--- src/rtl/seq_alu_pkg.sv ---
// Shared op codes, FSM state encoding and op legality for seq_alu.
// Legality of OP_MUL follows the SEQ_ALU_MUL_EN build macro.
package seq_alu_pkg;

    localparam logic [3:0] OP_ADD = 4'd0;
    localparam logic [3:0] OP_SUB = 4'd1;
    localparam logic [3:0] OP_NOT = 4'd2;
    localparam logic [3:0] OP_AND = 4'd3;
    localparam logic [3:0] OP_OR  = 4'd4;
    localparam logic [3:0] OP_XOR = 4'd5;
    localparam logic [3:0] OP_SLT = 4'd6;
    localparam logic [3:0] OP_EQ  = 4'd7;
    localparam logic [3:0] OP_MUL = 4'd8;

    typedef enum logic [1:0] {
        S_IDLE = 2'd0,
        S_BUSY = 2'd1,
        S_DONE = 2'd2
    } state_t;

    function automatic logic is_legal_op(input logic [3:0] op);
`ifdef SEQ_ALU_MUL_EN
        return op <= OP_MUL;
`else
        return op <= OP_EQ;
`endif
    endfunction

endpackage

--- src/rtl/seq_alu_mul.sv ---
// Shift-add unsigned multiplier: loads on start, then one partial product per
// cycle for WIDTH cycles; done stays high for the cycle after the last step.
module seq_alu_mul #(
    parameter int WIDTH = 4
) (
    input  logic                 clk,
    input  logic                 resetn,
    input  logic                 start,
    input  logic [WIDTH-1:0]     a,
    input  logic [WIDTH-1:0]     b,
    output logic                 done,
    output logic [2*WIDTH-1:0]   prod
);

    localparam int CW = $clog2(WIDTH + 1);

    logic [2*WIDTH-1:0] mcand;
    logic [WIDTH-1:0]   mplier;
    logic [CW-1:0]      cnt;
    logic               busy;

    always_ff @(posedge clk or negedge resetn) begin
        if (!resetn) begin
            mcand  <= '0;
            mplier <= '0;
            prod   <= '0;
            cnt    <= '0;
            busy   <= 1'b0;
        end else if (start) begin
            mcand  <= {{WIDTH{1'b0}}, a};
            mplier <= b;
            prod   <= '0;
            cnt    <= CW'(WIDTH);
            busy   <= 1'b1;
        end else if (busy) begin
            if (cnt != '0) begin
                if (mplier[0])
                    prod <= prod + mcand;
                mcand  <= mcand << 1;
                mplier <= mplier >> 1;
                cnt    <= cnt - 1'b1;
            end else begin
                busy <= 1'b0;
            end
        end
    end

    assign done = busy && (cnt == '0);

endmodule

--- src/rtl/seq_alu.sv ---
// Registered ALU with valid/ready handshakes on both sides.
// Define SEQ_ALU_MUL_EN to build in the multi-cycle multiplier (op 8).
//
// state  | meaning
// S_IDLE | waiting for a request
// S_BUSY | multiplier iterating, result not yet available
// S_DONE | result registers valid, waiting for out_ready
module seq_alu
    import seq_alu_pkg::*;
#(
    parameter int WIDTH = 4
) (
    input  logic             clk,
    input  logic             resetn,
    input  logic             in_valid,
    output logic             in_ready,
    input  logic [3:0]       op,
    input  logic [WIDTH-1:0] a,
    input  logic [WIDTH-1:0] b,
    output logic             out_valid,
    input  logic             out_ready,
    output logic [WIDTH-1:0] res,
    output logic [WIDTH-1:0] res_hi,
    output logic             zero,
    output logic             overflow,
    output logic             carry,
    output logic             err
);

    state_t state;
    logic   accept;

    assign in_ready = (state == S_IDLE) || (state == S_DONE && out_ready);
    assign accept   = in_valid && in_ready;

    // One WIDTH+1 adder serves ADD, SUB and SLT; subtraction is a + ~b + 1.
    logic             sub_mode;
    logic [WIDTH-1:0] b_eff;
    logic [WIDTH:0]   sum;
    logic             ovf;

    assign sub_mode = (op != OP_ADD);
    assign b_eff    = sub_mode ? ~b : b;
    assign sum      = {1'b0, a} + {1'b0, b_eff} + {{WIDTH{1'b0}}, sub_mode};
    assign ovf      = (a[WIDTH-1] == b_eff[WIDTH-1]) && (sum[WIDTH-1] != a[WIDTH-1]);

    logic [WIDTH-1:0] alu_res;
    logic             alu_ovf;
    logic             alu_carry;

    always_comb begin
        alu_res   = '0;
        alu_ovf   = 1'b0;
        alu_carry = 1'b0;
        case (op)
            OP_ADD, OP_SUB: begin
                alu_res   = sum[WIDTH-1:0];
                alu_ovf   = ovf;
                alu_carry = sum[WIDTH];
            end
            OP_NOT: alu_res = ~a;
            OP_AND: alu_res = a & b;
            OP_OR:  alu_res = a | b;
            OP_XOR: alu_res = a ^ b;
            OP_SLT: begin
                alu_res = {{(WIDTH-1){1'b0}}, sum[WIDTH-1] ^ ovf};
                alu_ovf = ovf;
            end
            OP_EQ:  alu_res = {{(WIDTH-1){1'b0}}, a == b};
            default: ;
        endcase
    end

`ifdef SEQ_ALU_MUL_EN
    logic                 mul_start;
    logic                 mul_done;
    logic [2*WIDTH-1:0]   mul_prod;

    assign mul_start = accept && (op == OP_MUL);

    seq_alu_mul #(.WIDTH(WIDTH)) u_mul (
        .clk    (clk),
        .resetn (resetn),
        .start  (mul_start),
        .a      (a),
        .b      (b),
        .done   (mul_done),
        .prod   (mul_prod)
    );
`else
    assign res_hi = '0;
`endif

    always_ff @(posedge clk or negedge resetn) begin
        if (!resetn) begin
            state     <= S_IDLE;
            out_valid <= 1'b0;
            res       <= '0;
            zero      <= 1'b0;
            overflow  <= 1'b0;
            carry     <= 1'b0;
            err       <= 1'b0;
`ifdef SEQ_ALU_MUL_EN
            res_hi    <= '0;
`endif
        end else begin
            case (state)
                S_IDLE, S_DONE: begin
                    if (accept) begin
`ifdef SEQ_ALU_MUL_EN
                        if (op == OP_MUL) begin
                            state     <= S_BUSY;
                            out_valid <= 1'b0;
                        end else
`endif
                        begin
                            state     <= S_DONE;
                            out_valid <= 1'b1;
                            res       <= alu_res;
                            zero      <= (alu_res == '0);
                            overflow  <= alu_ovf;
                            carry     <= alu_carry;
                            err       <= !is_legal_op(op);
`ifdef SEQ_ALU_MUL_EN
                            res_hi    <= '0;
`endif
                        end
                    end else if (state == S_DONE && out_ready) begin
                        state     <= S_IDLE;
                        out_valid <= 1'b0;
                    end
                end
`ifdef SEQ_ALU_MUL_EN
                S_BUSY: begin
                    if (mul_done) begin
                        state     <= S_DONE;
                        out_valid <= 1'b1;
                        res       <= mul_prod[WIDTH-1:0];
                        res_hi    <= mul_prod[2*WIDTH-1:WIDTH];
                        zero      <= (mul_prod[WIDTH-1:0] == '0);
                        overflow  <= 1'b0;
                        carry     <= |mul_prod[2*WIDTH-1:WIDTH];
                        err       <= 1'b0;
                    end
                end
`endif
                default: state <= S_IDLE;
            endcase
        end
    end

endmodule
--- config.mk ---
export PLATFORM = sky130hd
export DESIGN_NAME = seq_alu
export DESIGN_NICKNAME = d
export VERILOG_FILES = /design/src/rtl/seq_alu_pkg.sv /design/src/rtl/seq_alu_mul.sv /design/src/rtl/seq_alu.sv
export SDC_FILE = /design/constraint.sdc
export NUM_CORES = 1
export LEC_CHECK = 0
export CAP_MARGIN = 20
export CORE_UTILIZATION = 45
export DETAILED_ROUTE_END_ITERATION = 6
export PLACE_DENSITY = 0.78
export SYNTH_ARGS = -nofsm -noshare
export SYNTH_HDL_FRONTEND = slang
export SYNTH_HIERARCHICAL = 1
export SYNTH_SLANG_ARGS = --single-unit
--- constraint.sdc ---
create_clock -name clk -period 1.57 [get_ports clk]
set_input_delay 0.157 -clock clk [delete_from_list [all_inputs] [get_ports clk]]
set_output_delay 0.157 -clock clk [all_outputs]
set_load 0.05 [all_outputs]
Word level (Yosys, flattened, before mapping)
Index checks and enable logic that the tools add are counted.

Output and inout bits: 14. Word-level logic and storage cells: 52. Input bits: 16. Bits in registers: 11.

Add/sub/neg operators: 2. Mux-type cells: 9. Bitwise gates (word level): 6. Reductions and logical operators: 15. Magnitude comparators: 1. Eq/ne operators: 12.

Operators with widths (number): $pmux W4 S7 (1); $eq A4 B3 Y1 const B (4); $eq A4 B2 Y1 const B (2); $logic_not A4 Y1 (2); $not A4 Y4 (2); $mux W2 (3); $add A4 B4 Y5 (1); $add A5 B1 Y5 (1); $and A4 B4 Y4 (1); $eq A4 B1 Y1 const B (1); $eq A4 B4 Y1 (1); $le A4 B3 Y1 const B (1); $mux W1 (4); $mux W4 (1); $or A4 B4 Y4 (1); $reduce_and A2 Y1 (2); $reduce_bool A4 Y1 (1); $reduce_or A2 Y1 (2); $xor A4 B4 Y4 (1); $logic_and A1 B1 Y1 (3); $ne A3 B3 Y1 const B (1); $reduce_or A3 Y1 (1); $eq A2 B2 Y1 const B (1); $logic_not A2 Y1 (1); 6 further kinds (6).

Longest topological paths before layout
Gate-level depths: netlist of run 1.

Depth in word-level cells: 9. Gate-level depth with buffers: 9. Depth with buffers taken out: 8.

Worst setup path before layout of run 1
No wires, ideal clock.

Kind: input -> register. Start point: input port op[2]. End point: register zero. Buffers on the path: 1. Data required time: 1.448 ns. Path slack: -0.577 ns. Cell stages on the path: 9. Data arrival time: 2.026 ns. Library setup time: 0.122 ns. Cells stage by stage: buf_6 nor4_4 xnor2_1 ha_1 nand3b_1 o2111a_2 xnor2_1 a211oi_2 a32o_1.

Longest elaborated chain between the ends: 9. Elaborated cells on any way between the ends: 19. Classes of those cells: add/sub: 2; eq/ne: 9; mux: 2; bitwise: 1; reduce/logical: 5.

RTL lines: start, declared (RTL line seq_alu.sv:17) `input logic [3:0] op,`; $reduce_bool A4 Y1 (RTL line seq_alu.sv:42) `assign sub_mode = (op != OP_ADD);`; $mux W4 (RTL line seq_alu.sv:43) `assign b_eff = sub_mode ? ~b : b;`; $add A4 B4 Y5 (RTL line seq_alu.sv:44) `assign sum = {1'b0, a} + {1'b0, b_eff} + {{WIDTH{1'b0}}, sub_mode};`; $add A5 B1 Y5 (RTL line seq_alu.sv:44); $ne A1 B1 Y1 (RTL line seq_alu.sv:45) `assign ovf = (a[WIDTH-1] == b_eff[WIDTH-1]) && (sum[WIDTH-1] != a[WIDTH-1]);`; $logic_and A1 B1 Y1 (RTL line seq_alu.sv:45); $xor A1 B1 Y1 (RTL line seq_alu.sv:66) `alu_res = {{(WIDTH-1){1'b0}}, sum[WIDTH-1] ^ ovf};`; $pmux W4 S7 (*) (RTL line seq_alu.sv:55) `case (op)`; $logic_not A4 Y1 (*) (RTL line seq_alu.sv:120) `zero <= (alu_res == '0);`; end signal, assigned (RTL line seq_alu.sv:120); end, declared (RTL line seq_alu.sv:24) `output logic zero,`.

Every way passes the cells marked *; elsewhere a longest branch is shown, timed or not. A chain may end at the register's enable or synchronous reset.

Worst setup path in the final report of run 1
Ends and elaborated chain as after synthesis.

==> key figures, run 1 <==
Outcome
  – Outcome: complete, but fails checks
  – Failing checks: setup timing

Placed design
  – GPL Wtd Cong: between 0.8 and 0.9
  – PortBufs: 25
  – Inst Count DP: approximately 170
  – Dpl hpwl: about 2000 µm

Critical path
  – Startpoint types: primary input
  – Capturing point of the worst reg2reg path: zero
  – R2R setup slack: slightly below 0.3 ns
  – Critical path endpoint category: flop
  – Path depth of the worst reg2reg path: 5
  – Critical Path RT: ~1.7 ns
  – Max Fanout on Critical Path: 4
  – Critical R2R Launch: out_valid
  – Setup Crit Path Kind: in -> reg
  – Crit path DAT: slightly above 2 ns

Power
  – VDD IR-drop max: around 670 µV
  – Internal: 598 µW
  – Sw frac: a little over 40%
  – Clk pwr share: 17.6%
  – Pwr Density: between 600 and 700 nW/µm²
  – Flop pwr share: around 27%
  – Psw: ~420 µW
  – Leak: between 0.0006 and 0.0007 µW
  – Share of power burned in combinational logic: a little under three fifths

STA
  – Fmax: ~520 MHz
  – Period minus WS final: 1.92 ns
  – Slew Viols, Final: 0
  – Ratio of final minimum period to clock period: 122%
  – Final Hold Vio Count: 0
  – Hold_ws: between 0.15 and 0.2 ns
  – Final Setup Violations: 7
  – Setup_tns: -1.39 ns
  – Layout Skew: approximately 0.0016 ns
  – RSZ-0062 raised after global routing: true
  – Post-route setup slack: -0.345 ns

Global routing
  – Overall Global Routing Usage: between 20 and 30%
  – GR Overflow Total: 0
  – Largest net degree at the start of global routing: 19
  – Vias in the first global route: around 930
  – First-pass GRT wire length: 4030 µm
  – Initial antenna violation count: 0

Yosys
  – Post-synth EDFFs: 0
  – Syn avg cell area: 8.61 µm²
  – Dominant synthesized flop cell: dfrtp_1
  – Synth area leader: dfrtp_1
  – Synth Instances: approximately 110
  – Seq cells post-synth: 9
  – Seq/Total Area, Yosys: between 20% and 30%
  – Top cell type's share of synthesized area: a little under a quarter
  – Post-Syn Area: around 960 µm²
  – Ys async rst share: 100%
  – Top cells by area, synth: dfrtp_1, ha_1, xnor2_1
  – Synth cell types: 43
  – YS warnings: 6

Drt
  – Via Count: a little over 1,000
  – DRC viols: 0
  – Antenna Nets Post-Route: 0
  – Drt first pass iters: 4
  – Final wirelength: 2840 µm
  – DR WL/cell: 15.5 µm
  – Drt first-iter violations: 17
  – Drt via density: ~5.5

Clock tree
  – Clock latency at the later pin of the worst-skew pair: ~0.26 ns
  – CTS tree: built
  – H-Tree Depth: 1
  – Total CTS buffers: 3
  – Clk slew on worst S/H paths: ~0.060 ns
  – CTS Buffer Depth: 2
  – Cts hold-fix bufs: 0
  – Total clock sinks: 9
  – Root buffer cell: clkbuf_4

Layout
  – Layout area overhead: 58.9%
  – Post-layout nets: ~190
  – N_diodes: 0
  – Final non-filler cell total: 183
  – Seq. cell area: 225 µm²
  – Ratio of cells with drive above 1 in the final layout: a little over two fifths
  – Final Core Density: 76.6%
  – Area of the multi-input gates: ~790 µm²
  – FILL cells: approximately 130

Floorplan
  – Core area: between 1500 and 2000 µm²
  – Rows: 16
  – Die area: ~2300 µm²
  – Starting density of the core: 48.2%
  – DIE WIDTH: about 48 µm
  – I/O pin total: 30
  – Die height: just under 50 µm

Flow run
  – Max-Cap Viols: 0

Min path
  – Hold crit path type: in -> async
## critical path, cell delays in order
cell	delay, ns
buf_8	0.10
nor4_4	0.31
buf_6	0.18
xnor2_4	0.10
ha_4	0.27
nand3b_1	0.08
o2111a_2	0.30
xnor2_2	0.19
a211oi_2	0.11
a32o_1	0.26
## metrics by stage
step	instance area (µm²)	worst slack [ns]	power, µW
final	1520	-0.345	1020
after global routing	1520	-0.405	1080
after CTS	1490	-0.297	996
after detailed placement	1330	-1.06	763
after global placement	1330	-0.987	749
after floorplan	997	-0.557	592
## final cells by class
class	count	share of cell area (%)
Sequential cell	9	14.8
Timing Repair Buffer	47	27.1
Tap cell	27	2.22
Clock buffer	4	1.73
Multi-Input combinational cell	87	51.9
Inverter	9	2.22
## layout by cell type (no fill, tap or decap), types with 3 or more instances in the layout
cell / synthesis / routed
nor2_1: 9 / 9
inv_1: 9 / 7
dlygate4sd2_1: 0 / 4
buf_6: 2 / 4
ha_1: 11 / 7
clkdlybuf4s50_1: 0 / 7
o21ai_1: 5 / 4
a21oi_1: 8 / 8
conb_1: 1 / 4
buf_4: 5 / 28
clkbuf_4: 0 / 3
dfrtp_1: 9 / 9
nand2b_1: 4 / 3
nand2_1: 9 / 8
ha_4: 0 / 4
## what timing repair did
action / CTS / global route
pin swaps: 16 / 5
endpoints found under the setup margin: 7 / 7
resized for setup: 40 / 5
setup buffers: 4 / 2
cloned: 0 / 0
## layer usage
layer / wire length [µm] / GRT usage, %
met1: 1140 / 29.0
met2: 1540 / 46.8
met3: 102 / 6.67
met4: 54 / 8.33
met5: 0 / 0
## Yosys cell counts (2+ instances only)
| cell | number |
|---|---|
| a21oi_1 | 8 |
| buf_4 | 5 |
| buf_6 | 2 |
| clkbuf_1 | 2 |
| dfrtp_1 | 9 |
| ha_1 | 11 |
| inv_1 | 9 |
| nand2_1 | 9 |
| nand2b_1 | 4 |
| nand3b_1 | 2 |
| nor2_1 | 9 |
| nor3b_1 | 2 |
| o21ai_1 | 5 |
| xnor2_1 | 5 |
## flip-flops by register name (all words and copies together), names as in the netlist
register   count
res            4
err            1
zero           1
carry          1
overflow       1
out_valid      1
## kinds of logic (layout without fill, tap and decap cells)
| group | count (synthesis) | after routing | share of synthesized area [%] |
|---|---|---|---|
| adder cells (fa/ha/maj) | 12 | 12 | 16.5 |
| AND/OR/NAND/NOR | 37 | 37 | 22.4 |
| other | 1 | 4 | 0.392 |
| AO/OA/AOI/OAI | 26 | 26 | 18.8 |
| XOR/XNOR | 6 | 6 | 5.50 |
| flip-flops | 9 | 9 | 23.6 |
| multiplexers | 2 | 2 | 2.23 |
| buffers and inverters | 18 | 60 | 10.6 |
## power by group through the flow
stage	registers (µW)	clock network, µW	logic, µW
2_1_floorplan	376	0	216
3_3_place_gp	277	0	471
3_5_place_dp	279	0	484
4_1_cts	276	184	536
5_1_grt	278	200	597
6_report	275	180	566
## worst max path at each step
stage                      from   end  slack [ns]  cells after the start
final                     op[2]  zero       -0.35                     10
after global placement    op[3]  zero       -0.99                      9
after detailed placement  op[3]  zero       -1.06                      9
after CTS                 op[1]  zero       -0.30                     10
after floorplan           op[2]  zero       -0.56                      9
after global routing      op[2]  zero       -0.41                     10
Note: power is estimated with default switching activity, not from simulation.
==> run 2, diff against run 1 <==
--- a/config.mk
+++ b/config.mk
@@ -6,9 +6,9 @@
 export NUM_CORES = 1
 export LEC_CHECK = 0
 export CAP_MARGIN = 20
-export CORE_UTILIZATION = 45
+export CORE_UTILIZATION = 46
 export DETAILED_ROUTE_END_ITERATION = 6
-export PLACE_DENSITY = 0.78
+export PLACE_DENSITY = 0.79
 export SYNTH_ARGS = -nofsm -noshare
 export SYNTH_HDL_FRONTEND = slang
 export SYNTH_HIERARCHICAL = 1
==> run 2 against run 1 <==
The run still ends with setup timing left; register-to-register slack worse by 0.04 ns; critical path depth fell by 3; combinational power rose by 5.3%; first-iteration DRC count rose by 110%; worst setup slack lost 0.090 ns; final cell count increased by 2.7%; sequential power about the same; critical path type unchanged; non-clock buffer count grew 5; utilization is 2.9 points higher.
==> key figures, run 2 (synthesized netlist as in run 1, its figures left out) <==
Global routing
  – Vias in the first global route: 913
  – First-pass GRT wire length: 3960 µm
  – Initial antenna violation count: 0
  – GR Util met2: 44.7%
  – GRT busiest layer: met2
  – Overall Global Routing Usage: 25.9%
  – GR Overflow Total: 0
  – GR Util met3: 9.43%
  – Largest net degree at the start of global routing: 17
  – Routing usage on met1: between 20% and 30%

Critical path
  – Crit path DAT: 2.17 ns
  – Startpoint types: primary input
  – Sequence of cells on the critical path: clkdlybuf4s50_1 -> inv_1 -> ha_1 -> or4_1 -> a21oi_2 -> a311oi_2 -> a32o_1
  – Capturing point of the worst reg2reg path: zero
  – Max Fanout on Critical Path: 3
  – Critical Path RT: approximately 1.7 ns
  – Critical R2R Launch: out_valid
  – Path depth of the worst reg2reg path: 5
  – Critical path endpoint category: flop
  – Setup Crit Path Kind: in -> reg
  – R2R setup slack: between 0.2 and 0.3 ns
  – Slowest stage delay, CP: 0.56 ns
  – Crit-path slowest cell: or4_1

Outcome
  – Failing checks: setup timing
  – Outcome: complete, but fails checks

Floorplan
  – Rows: 16
  – I/O pin total: 30
  – Die area: roughly 2300 µm²
  – Die height: about 48 µm
  – Starting density of the core: 48.7%
  – Core area: around 2000 µm²
  – DIE WIDTH: roughly 48 µm

Drt
  – DRC viols: 0
  – Drt first pass iters: 4
  – Final wirelength: just over 3000 µm
  – Antenna Nets Post-Route: 0
  – Via Count: 1,036
  – Drt first-iter violations: 35
  – Drt via density: roughly 5.5
  – DR WL/cell: 16.6 µm

Placed design
  – Pre-CTS setup slack: -1.04 ns
  – PortBufs: 25
  – Dpl hpwl: approximately 1900 µm
  – GPL Wtd Cong: about 0.94
  – Inst Count DP: around 180

Clock tree
  – Total CTS buffers: 3
  – H-Tree Depth: 1
  – CTS tree: built
  – CTS Buffer Depth: 2
  – Clk slew on worst S/H paths: ~0.060 ns
  – Clock latency at the later pin of the worst-skew pair: roughly 0.27 ns
  – Root buffer cell: clkbuf_4
  – Total clock sinks: 9

STA
  – Hold_ws: between 0.15 and 0.2 ns
  – Setup_tns: -1.86 ns
  – Fmax: about 500 MHz
  – Ratio of final minimum period to clock period: 128%
  – RSZ-0062 raised after global routing: true
  – Final Setup Violations: 7
  – Post-route setup slack: -0.435 ns
  – Period minus WS final: between 2 and 2.5 ns
  – Slew Viols, Final: 0
  – Layout Skew: just over 0.0008 ns
  – Final Hold Vio Count: 0

Layout
  – Final non-filler cell total: roughly 190
  – Post-layout nets: 190
  – Final Core Density: between 70 and 80%
  – Layout area overhead: 63.2%
  – N_diodes: 0
  – Most common cell after layout, fill and taps aside: buf_4
  – Ratio of cells with drive above 1 in the final layout: roughly two fifths
  – Most frequent cells in the layout: buf_4, nor2_1, ha_1, dfrtp_1
  – Number of flip-flops under the largest register name: 4
  – FILL cells: between 100 and 150
  – Reg with most FFs: res

Power
  – Leak: approximately 0.00070 µW
  – Pwr Density: 680 nW/µm²
  – VDD IR-drop max: between 700 and 800 µV

Min path
  – Hold crit path type: in -> async

Flow run
  – Max-Cap Viols: 0
-- run 2: how the worst max path moves through the flow --
stage	start	to
after floorplan	op[2]	zero
after global placement	op[3]	zero
after detailed placement	op[3]	zero
after CTS	op[1]	zero
after global routing	a[2]	zero
final	a[2]	zero
-- run 2: final cells by class --
cell class	count	area, µm²	area share (%)
flip-flops and latches	9	225	14.4
inverters	9	33.8	2.17
clock buffers	4	26.3	1.68
multi-input cells	87	782	50.1
well taps	27	33.8	2.17
repair buffers	52	459	29.4
-- run 2: metrics by stage --
step           total power, µW  cell area, µm²
6_report                  1060            1560
4_1_cts                    999            1480
5_1_grt                   1120            1560
3_3_place_gp               754            1340
2_1_floorplan              592             997
3_5_place_dp               766            1340
-- run 2: routing by layer --
metal	part of all wire (%)	wire [µm]
met1	40	1250
met2	51	1600
met3	5.2	163
met4	3.5	110
met5	0	0
-- run 2: report_power, final --
group          total, µW  internal [µW]  switching (µW)
clock                190           98.6            91.2
sequential           275            259            15.2
combinational        596            258             338
-- run 2: worst max-delay path, delay by kind of cell --
family	cells	cell delay (ns)
AOI/OAI and AO/OA	3	0.55
adders and majority gates	1	0.34
buffers and inverters	2	0.56
and+or+nand+nor	1	0.56
-- run 2: timing repair --
action | 4_1_cts | 5_1_grt
buffers inserted | 7 | 1
endpoints found under the setup margin | 7 | 7
gates resized for setup | 31 | 10
hold buffers | 0 | 0
pin swaps | 15 | 10
